$ cat config.mk
export PLATFORM = sky130hd
export DESIGN_NAME = mipi_csi_rx_packet_sequencer
export DESIGN_NICKNAME = d
export VERILOG_FILES = /design/src/rtl/mipi_csi_rx_pkg.sv /design/src/rtl/mipi_csi_rx_lane_mask.sv /design/src/rtl/mipi_csi_rx_packet_sequencer.sv
export SDC_FILE = /design/constraint.sdc
export NUM_CORES = 1
export LEC_CHECK = 0
export ABC_CLOCK_PERIOD_IN_PS = 8310
export CORE_AREA = 2 2 108 110
export CTS_BUF_LIST = sky130_fd_sc_hd__clkbuf_8
export DETAILED_ROUTE_END_ITERATION = 6
export DIE_AREA = 0 0 110 112
export HOLD_SLACK_MARGIN = 0.08
export PLACE_DENSITY = 0.79
export SKIP_CTS_REPAIR_TIMING = 1
export SLEW_MARGIN = 20
export SYNTH_ARGS = -nofsm -noshare
export SYNTH_HDL_FRONTEND = slang
export SYNTH_SLANG_ARGS = --single-unit
$ cat constraint.sdc
create_clock -name clk_i -period 8.31 [get_ports clk_i]
set_clock_uncertainty 0.1 [all_clocks]
set_input_delay 2.0775 -clock clk_i [delete_from_list [all_inputs] [get_ports clk_i]]
set_output_delay 2.0775 -clock clk_i [all_outputs]
set_load 0.05 [all_outputs]
$ cat src/rtl/mipi_csi_rx_pkg.sv
// mipi_csi_rx_pkg: shared CSI-2 receive constants, sequencer state and lane-count check.
package mipi_csi_rx_pkg;
  localparam logic [5:0] DT_YUV422_8 = 6'h1E;
  localparam logic [5:0] DT_RGB888   = 6'h24;
  localparam logic [5:0] DT_RGB565   = 6'h22;
  localparam logic [5:0] DT_RAW8     = 6'h2A;
  localparam logic [5:0] DT_RAW10    = 6'h2B;
  localparam logic [5:0] DT_FS       = 6'h00;
  localparam logic [5:0] DT_FE       = 6'h01;
  localparam logic [5:0] DT_LS       = 6'h02;
  localparam logic [5:0] DT_LE       = 6'h03;
  localparam logic [5:0] DT_LONG_MIN = 6'h10;
  typedef enum logic [1:0] {IDLE, HEADER, PAYLOAD, FOOTER} state_t;
  function automatic logic lanes_legal(input logic [2:0] l);
    return l == 3'd1 || l == 3'd2 || l == 3'd4;
  endfunction
endpackage

$ cat src/rtl/mipi_csi_rx_lane_mask.sv
// mipi_csi_rx_lane_mask: marks the first min(n, lanes) byte slots, earliest byte at index 3.
module mipi_csi_rx_lane_mask #(
  parameter int N_W = 16
) (
  input  logic [N_W-1:0] i_n,
  input  logic [2:0]     i_lanes,
  output logic [3:0]     o_mask
);
  for (genvar k = 0; k < 4; k++) begin : g_m
    assign o_mask[3-k] = (i_n > N_W'(k)) && (i_lanes > 3'(k));
  end
endmodule

$ cat src/rtl/mipi_csi_rx_packet_sequencer.sv
// mipi_csi_rx_packet_sequencer: assembles CSI-2 headers from aligned lanes, decodes short
// packets into strobes and forwards exactly WC long-packet payload bytes, dropping CRC and padding.
module mipi_csi_rx_packet_sequencer
  import mipi_csi_rx_pkg::*;
#(
  parameter int NUM_LANES = 4,
  parameter int WC_W      = 16
) (
  input  logic                      clk_i,
  input  logic                      reset_i,
  input  logic [2:0]                active_lanes_i,
  input  logic [NUM_LANES-1:0][7:0] lane_data_i,
  input  logic                      lane_valid_i,
  input  logic                      lane_sync_i,
  output logic [NUM_LANES-1:0][7:0] payload_data_o,
  output logic [NUM_LANES-1:0]      payload_valid_o,
  output logic [5:0]                data_type_o,
  output logic [2:0]                active_lanes_o,
  output logic [1:0]                vc_o,
  output logic [WC_W-1:0]           wc_o,
  output logic                      frame_start_o,
  output logic                      frame_end_o,
  output logic                      line_start_o,
  output logic                      line_end_o,
  output logic                      pkt_done_o,
  output logic                      err_trunc_o,
  output logic                      err_cfg_o
);
  state_t r_state, w_next;
  logic [2:0] r_lanes, r_hdr_cnt;
  logic [2:0][7:0] r_hdr;
  logic [WC_W-1:0] r_rem;
  logic [1:0] r_ftr_cnt;
  logic [NUM_LANES-1:0][7:0] r_payload_data;
  logic [3:0] r_payload_valid;
  logic [5:0] r_data_type;
  logic [1:0] r_vc;
  logic [WC_W-1:0] r_wc;
  logic r_fs, r_fe, r_ls, r_le, r_pkt_done, r_err_trunc, r_err_cfg;
  logic [2:0] w_lanes, w_hdr_base, w_hdr_cnt_nx, w_cnt, w_spare;
  logic [2:0][7:0] w_hdr;
  logic w_sync, w_hdr_take, w_hdr_done, w_long, w_pay, w_ftr, w_short, w_pkt_done, w_trunc;
  logic [5:0] w_dt;
  logic [WC_W-1:0] w_wc, w_rem_nx;
  logic [3:0] w_mask;
  logic [1:0] w_left, w_ftr_nx;
  // Outside IDLE the lane count is frozen at the value latched with the sync word.
  assign w_lanes      = (r_state == IDLE) ? active_lanes_i : r_lanes;
  assign w_sync       = lane_valid_i && lane_sync_i && lanes_legal(w_lanes);
  assign w_hdr_take   = w_sync || (lane_valid_i && r_state == HEADER);
  assign w_hdr_base   = (r_state == HEADER && !w_sync) ? r_hdr_cnt : 3'd0;
  assign w_hdr_cnt_nx = w_hdr_base + w_lanes;
  assign w_hdr_done   = w_hdr_take && w_hdr_cnt_nx == 3'd4;
  always_comb begin
    for (int j = 0; j < 3; j++) begin
      w_hdr[j] = r_hdr[j];
      if (w_hdr_take && 3'(j) >= w_hdr_base && 3'(j) < w_hdr_cnt_nx)
        w_hdr[j] = lane_data_i[2'(3 + int'(w_hdr_base) - j)];
    end
  end
  assign w_dt   = w_hdr[0][5:0];
  assign w_long = w_dt >= DT_LONG_MIN;
  assign w_wc   = {w_hdr[2], w_hdr[1]};
  assign w_pay  = lane_valid_i && !w_sync && r_state == PAYLOAD;
  assign w_ftr  = lane_valid_i && !w_sync && r_state == FOOTER;
  // One mask unit serves both payload bytes (rem) and outstanding CRC bytes (2-ftr_cnt).
  mipi_csi_rx_lane_mask #(.N_W(WC_W)) u_mask (
    .i_n     (r_state == FOOTER ? {{(WC_W-2){1'b0}}, 2'd2 - r_ftr_cnt} : r_rem),
    .i_lanes (w_lanes),
    .o_mask  (w_mask)
  );
  assign w_cnt    = 3'($countones(w_mask));
  assign w_rem_nx = r_rem - WC_W'(w_cnt);
  assign w_spare  = w_lanes - w_cnt;
  assign w_left   = (w_spare >= 3'd2) ? 2'd2 : w_spare[1:0];
  assign w_ftr_nx = r_ftr_cnt + w_cnt[1:0];
  always_ff @(posedge clk_i)
    if (reset_i) r_state <= IDLE;
    else r_state <= w_next;
  always_comb begin
    w_next = r_state;
    if (w_hdr_take)
      w_next = !w_hdr_done ? HEADER : !w_long ? IDLE : (w_wc == '0) ? FOOTER : PAYLOAD;
    else if (w_pay && w_rem_nx == '0)
      w_next = (w_left == 2'd2) ? IDLE : FOOTER;
    else if (w_ftr && w_ftr_nx == 2'd2)
      w_next = IDLE;
  end
  always_comb begin
    w_short    = w_hdr_done && !w_long;
    w_trunc    = w_sync && r_state != IDLE;
    w_pkt_done = (w_pay && w_rem_nx == '0 && w_left == 2'd2) || (w_ftr && w_ftr_nx == 2'd2);
  end
  always_ff @(posedge clk_i) begin
    if (reset_i) begin
      r_lanes         <= '0;
      r_hdr_cnt       <= '0;
      r_hdr           <= '0;
      r_rem           <= '0;
      r_ftr_cnt       <= '0;
      r_payload_data  <= '0;
      r_payload_valid <= '0;
      r_data_type     <= '0;
      r_vc            <= '0;
      r_wc            <= '0;
      r_fs            <= 1'b0;
      r_fe            <= 1'b0;
      r_ls            <= 1'b0;
      r_le            <= 1'b0;
      r_pkt_done      <= 1'b0;
      r_err_trunc     <= 1'b0;
      r_err_cfg       <= 1'b0;
    end else begin
      if (r_state == IDLE) begin
        r_lanes   <= active_lanes_i;
        r_err_cfg <= !lanes_legal(active_lanes_i);
      end
      if (w_hdr_take) begin
        r_hdr     <= w_hdr;
        r_hdr_cnt <= w_hdr_cnt_nx;
      end
      if (w_hdr_done) begin
        r_vc <= w_hdr[0][7:6];
        r_wc <= w_wc;
      end
      if (w_hdr_done && w_long) begin
        r_data_type <= w_dt;
        r_rem       <= w_wc;
        r_ftr_cnt   <= 2'd0;
      end
      if (w_pay) begin
        r_payload_data <= lane_data_i;
        r_rem          <= w_rem_nx;
        if (w_rem_nx == '0) r_ftr_cnt <= w_left;
      end
      if (w_ftr) r_ftr_cnt <= w_ftr_nx;
      r_payload_valid <= w_pay ? w_mask : 4'b0000;
      r_fs            <= w_short && w_dt == DT_FS;
      r_fe            <= w_short && w_dt == DT_FE;
      r_ls            <= w_short && w_dt == DT_LS;
      r_le            <= w_short && w_dt == DT_LE;
      r_pkt_done      <= w_pkt_done;
      r_err_trunc     <= w_trunc;
    end
  end
  assign payload_data_o  = r_payload_data;
  assign payload_valid_o = r_payload_valid;
  assign data_type_o     = r_data_type;
  assign active_lanes_o  = r_lanes;
  assign vc_o            = r_vc;
  assign wc_o            = r_wc;
  assign frame_start_o   = r_fs;
  assign frame_end_o     = r_fe;
  assign line_start_o    = r_ls;
  assign line_end_o      = r_le;
  assign pkt_done_o      = r_pkt_done;
  assign err_trunc_o     = r_err_trunc;
  assign err_cfg_o       = r_err_cfg;
endmodule

==> results of run 1 <==
final cells by class:
| class | count | area (um2) | share of cell area (%) |
|---|---|---|---|
| Clock buffer | 21 | 289.0 | 3.849 |
| Clock inverter | 10 | 177.7 | 2.366 |
| Timing Repair Buffer | 114 | 1124 | 14.96 |
| Tap cell | 143 | 178.9 | 2.383 |
| Sequential cell | 117 | 2342 | 31.19 |
| Multi-Input combinational cell | 492 | 3346 | 44.56 |
| Inverter | 13 | 51.30 | 0.6832 |
path summary, 6_finish.rpt:
| path | start | to | slack, ps | cells past startpoint |
|---|---|---|---|---|
| worst max-delay path | active_lanes_i[2] | r_ftr_cnt[0]$_SDFF_PP0_ | 1280 | 15 |
| worst min-delay path | payload_data_o[0]$_SDFFE_PP0P_ | payload_data_o[0]$_SDFFE_PP0P_ | 360 | 2 |
| worst max register to register | r_rem[6]$_SDFFE_PP0P_ | r_ftr_cnt[0]$_SDFF_PP0_ | 1450 | 17 |
| worst min register to register | payload_data_o[0]$_SDFFE_PP0P_ | payload_data_o[0]$_SDFFE_PP0P_ | 360 | 2 |
stage by stage:
step	cells	area, um2
after global placement	879	7042
final	910	7508
after detailed placement	879	7042
after floorplan	665	5932
after CTS	910	7508
after global routing	910	7508
critical path, stage by stage:
cell             delay [ps]
clkdlybuf4s50_1         500
mux2i_1                 560
o21ai_0                 190
and3_1                  220
fa_1                    490
ha_1                    200
ha_1                    370
fa_1                    460
nor2b_1                 260
a211oi_1                130
a211o_1                 320
a2111oi_1               640
nand2_1                 190
or3_1                   380
a311oi_1                280
state kept, by name (all words and copies together) (netlist names), 2 cells and up:
signal,flops
r_ftr_cnt,2
vc_o,2
active_lanes_o,3
payload_valid_o,4
r_state,2
data_type_o,6
wc_o,16
r_rem,16
payload_data_o,32
r_hdr_cnt,3
r_hdr,24
placed cells by master, fill, tap and decap left out, types with 4 or more instances in the layout:
master           Yosys  final
or2_2                6      6
mux4_2               7      7
and3_1               4      4
nor3b_1              4      4
nand2_1             84     84
nand2b_1             5      5
ha_1                10     10
clkdlybuf4s50_1      0    107
xnor2_1              8      8
o21ai_0             15     15
o32a_1               4      4
nor3_1              12     12
nand3_1             14     14
a311oi_1             4      4
buf_4                0      7
xor2_1               6      6
mux2i_1             36     36
clkbuf_8             0     21
nor4_1               5      5
and2_1               5      5
a21oi_1             60     60
fa_1                 4      4
inv_1               12     14
dfxtp_1            117    117
mux4_1               6      6
nor2_1              84     84
a211oi_1            21     21
or3_1                8      8
mux2_2              12     12
nor2b_1             11     11
bufinv_16            0      5
cell families (layout without fill, tap and decap cells):
logic type      Yosys count  count (layout)  share of synthesized area [%]
compound gates          147             147                          16.60
xor+xnor                 14              14                          2.067
fa+ha+maj                14              14                          3.459
buf+inv                  56             158                          4.113
flops                   117             117                          39.49
mux                      63              63                          14.43
simple gates            254             254                          19.85
metal layers:
metal  track usage (%)  wire (um)  vias to the layer above
li1                  -          -                     2562
met4             11.81        401                        0
met1             33.95       7036                     2608
met3             6.499        880                       41
met5                 0          0                        -
met2             44.58       8183                      195
==> results.json, run 1 <==
{
  "dieArea_um2": 12320,
  "antenna_cells": 0,
  "htreeDepth": 4,
  "syn-num-nets": 718,
  "slew_headroom_pct": 36.71,
  "syn_to_final_growth_pct": 26.58,
  "synth_cell_type_count": 70,
  "grt_pass1_vias": 5307,
  "synth_area_leaders": "dfxtp_1 39%, mux2i_1 6.1%, nand2_1 5.3%, nor2_1 5.3%, a21oi_1 5.1%",
  "required_ps": 8560,
  "grt_overflow": 0,
  "criticalPathCategory": "in2reg",
  "grt_pass1_wl_mm": 26.03,
  "cts.sinks": 117,
  "whs_ps": 356.0,
  "slew_viol_final": 0,
  "coreArea_um2": 11170,
  "num-nets-final": 808,
  "die_h_um": 112,
  "clock_latency_ps": 450,
  "ios": 109,
  "cts_made_buffers": 17,
  "clockBufferDepth": 2,
  "period_share_pct": 84.56,
  "drive_gt1_share_pct": 9.909,
  "yosysMostFrequentCell": "dfxtp_1",
  "rsz0062_at_grt": "false",
  "hold_class": "reg2reg",
  "drcViolationCount": 0,
  "synth-seq-cells": 117,
  "wl_per_cell_um": 18.13,
  "finalSetupViolCount": 0,
  "clkTransAtPathRegs_ps": 70,
  "worstPathMaxFanout": 7,
  "tightest_slew_ps": 949.4,
  "start_util_pct": 53.08,
  "status": "finished clean",
  "drtAntennaViolNets": 0,
  "fin_ws_ps": 1283,
  "arrival_ps": 7270,
  "gp_congestion": 0.8795,
  "place_ws_ps": 892.5,
  "root_buffer": "clkbuf_8",
  "start_kind": "input port",
  "die_w_um": 110,
  "max-cap-violations": 0,
  "seq_area_frac_synth_pct": 39.49,
  "synthesis.area_um2": 5932,
  "synth_top_area_share_pct": 39.49,
  "synth_flop_cell": "dfxtp_1",
  "synth_commonest_cells": "117 x dfxtp_1, 84 x nand2_1, 84 x nor2_1, 60 x a21oi_1, 36 x mux2i_1",
  "max_freq_mhz": 142.3,
  "fin_crit_ps": 7027,
  "antenna_found_initial": 0,
  "synth.avg_cell_area_um2": 8.920,
  "synth_top_area_cell": "dfxtp_1",
  "fillers": 891,
  "rows": 39,
  "grtUsageTotal_pct": 27.28,
  "hold_viol": 0,
  "finalWirelength_mm": 16.50,
  "dpl.hpwl_mm": 11.72,
  "grt_max_degree": 68,
  "io_buffers": 108,
  "num_vias": 5406,
  "first_iter_violations": 399,
  "synth_edf_count": 0,
  "vias_per_cell": 5.941,
  "async_reset_ff_share_pct": 0,
  "cts_tree": "built",
  "fin_tns_setup_ps": 0,
  "synthCells": 665,
  "firstDrtPassIters": 4,
  "yosys_warnings": 0,
  "crit_path_end_kind": "flip-flop",
  "final_core_util_pct": 67.19
}
Power of run 1 is left out: the tool's default activity adds up to more than one toggle a clock period on the data nets, which glitch-free logic cannot reach.
==> run 2, diff against run 1 <==
- ABC_CLOCK_PERIOD_IN_PS: 8310 -> 5900
- CORE_AREA: 2 2 108 110 -> 2 2 114 116
- DIE_AREA: 0 0 110 112 -> 0 0 116 118
- PLACE_DENSITY: 0.79 -> 0.75
- clock period: 8.31 -> 5.9 ns (I/O delays scaled with it)
==> run 2 against run 1 <==
Compared with the run above: cell count is 7.1% higher; first-iteration DRC count is 9.5% lower; non-clock buffer count is 35 higher; global-route usage is 2.3 points lower; via count is 0.26% higher; sequential cell count stayed put; hold slack hardly changed; worst setup slack worse by 1100 ps; final area is 4.3% higher; sequential share of layout area is 1.3 points lower; critical path type is now reg2reg.
==> results.json, run 2 (synthesis gave the netlist of run 1 again) <==
{
  "max-cap-violations": 0,
  "io_buffers": 108,
  "fin_crit_ps": 5707,
  "start_kind": "flip-flop",
  "coreArea_um2": 12410,
  "status": "finished clean",
  "htreeDepth": 4,
  "grt_overflow": 0,
  "required_ps": 6150,
  "slew_viol_final": 0,
  "arrival_ps": 5960,
  "finalSetupViolCount": 0,
  "crit_path_end_kind": "flip-flop",
  "dieArea_um2": 13690,
  "root_buffer": "clkbuf_8",
  "first_iter_violations": 361,
  "drtAntennaViolNets": 0,
  "slew_headroom_pct": 44.03,
  "max_freq_mhz": 175.2,
  "slowest_stage": "fa_1",
  "criticalPathCategory": "reg2reg",
  "cts.sinks": 117,
  "die_w_um": 116,
  "fin_ws_ps": 192.9,
  "final_cell_mix": "116 x dfxtp_1, 107 x clkdlybuf4s50_1, 84 x nand2_1, 84 x nor2_1, 60 x a21oi_1",
  "start_util_pct": 47.78,
  "tightest_slew_ps": 839.6,
  "ios": 109,
  "grt_pass1_vias": 5193,
  "place_ws_ps": -126.2,
  "finalWirelength_mm": 16.73,
  "crit_chain": "or4_4 > or3_4 > or2_4 > o41ai_4 > o211ai_1 > o22a_1 > fa_1 > ha_4 > ha_4 > fa_2 > xor2_2 > nand3_2 > nor4_4 > o2111ai_2 > a2111oi_4 > nand2_1 > or3_1 > a311oi_1",
  "grtUsageTotal_pct": 24.97,
  "vias_per_cell": 5.559,
  "num_vias": 5420,
  "layout_commonest_cell": "dfxtp_1",
  "worstPathMaxFanout": 3,
  "hold_class": "reg2reg",
  "cpMostUsedCell": "ha_4",
  "dpl.hpwl_mm": 12.43,
  "drive_gt1_share_pct": 15.69,
  "hold_viol": 0,
  "cts_made_buffers": 17,
  "antenna_cells": 0,
  "drcViolationCount": 0,
  "syn_to_final_growth_pct": 32.08,
  "clkTransAtPathRegs_ps": 70,
  "rows": 41,
  "die_h_um": 118,
  "gp_congestion": 0.8748,
  "period_share_pct": 96.73,
  "firstDrtPassIters": 6,
  "clock_latency_ps": 450,
  "grt_max_degree": 80,
  "antenna_found_initial": 0,
  "cts_tree": "built",
  "critPathMaxStageDelay_ps": 600,
  "wl_per_cell_um": 17.16,
  "clockBufferDepth": 2,
  "num-nets-final": 843,
  "largest_reg_flops": 32,
  "grt_pass1_wl_mm": 26.71
}
-- run 2: cell types whose count changed in the layout (fill, tap and decap cells not counted), moves of 2 or more --
cell        before  now
buf_4            7   41
bufinv_16        5    1
clkbuf_8        21   17
clkinv_2         1    4
clkinvlp_4       2    4
ha_1            10    7
ha_4             0    3
inv_6            0    2
-- run 2: layer usage --
metal  up-vias  share of wire [%]  track usage [%]
met1      2562                 43            33.27
met4         0                2.9            10.79
li1       2637                  -                -
met3        35                6.1            4.995
met5         -                  0                0
met2       186                 48            39.11
-- run 2: worst paths after layout --
kind / start / end / slack, ps / cells after the start
max: r_rem[6]$_SDFFE_PP0P_ / r_ftr_cnt[0]$_SDFF_PP0_ / 190 / 18
min: payload_data_o[13]$_SDFFE_PP0P_ / payload_data_o[13]$_SDFFE_PP0P_ / 360 / 2
max reg2reg: r_rem[6]$_SDFFE_PP0P_ / r_ftr_cnt[0]$_SDFF_PP0_ / 190 / 18
min reg2reg: payload_data_o[13]$_SDFFE_PP0P_ / payload_data_o[13]$_SDFFE_PP0P_ / 360 / 2
-- run 2: critical path: cells and delay by family, from the launching register on --
family,cells,cell delay [ps]
DFF,1,320
AOI/OAI and AO/OA,6,1520
adders and majority gates,4,1380
xor gates and xnor gates,1,200
and+or+nand+nor,7,2080
-- run 2: cell type report --
class / instances / area (um2)
flip-flops and latches: 117 / 2344
fillers: 1073 / 4579
clock inverters: 15 / 117.6
inverters: 13 / 51.30
well taps: 172 / 215.2
multi-input cells: 492 / 3475
clock buffers: 17 / 234.0
repair buffers: 149 / 1399
-- run 2: through the flow --
stage / instance area, um2 / utilization (%) / hold slack [ps] / TNS (ps) / instances
2_1_floorplan: 5944 / - / 356.4 / 0 / 665
3_3_place_gp: 7351 / 59.21 / 344.7 / 0 / 941
5_1_grt: 7835 / 63.11 / 380.5 / -21.70 / 975
6_report: 7835 / 63.11 / 355.9 / 0 / 975
3_5_place_dp: 7351 / 59.21 / 349.9 / -190.8 / 941
4_1_cts: 7702 / 62.04 / 360.0 / 0 / 973
Power of run 2 is left out for the same reason.
==> run 3, diff against run 2 <==
- TNS_END_PERCENT: not set -> 100
==> results of run 3 <==
No change in the layout: final DEF, timing and power equal those of run 2.
Power of run 3 is left out for the same reason.
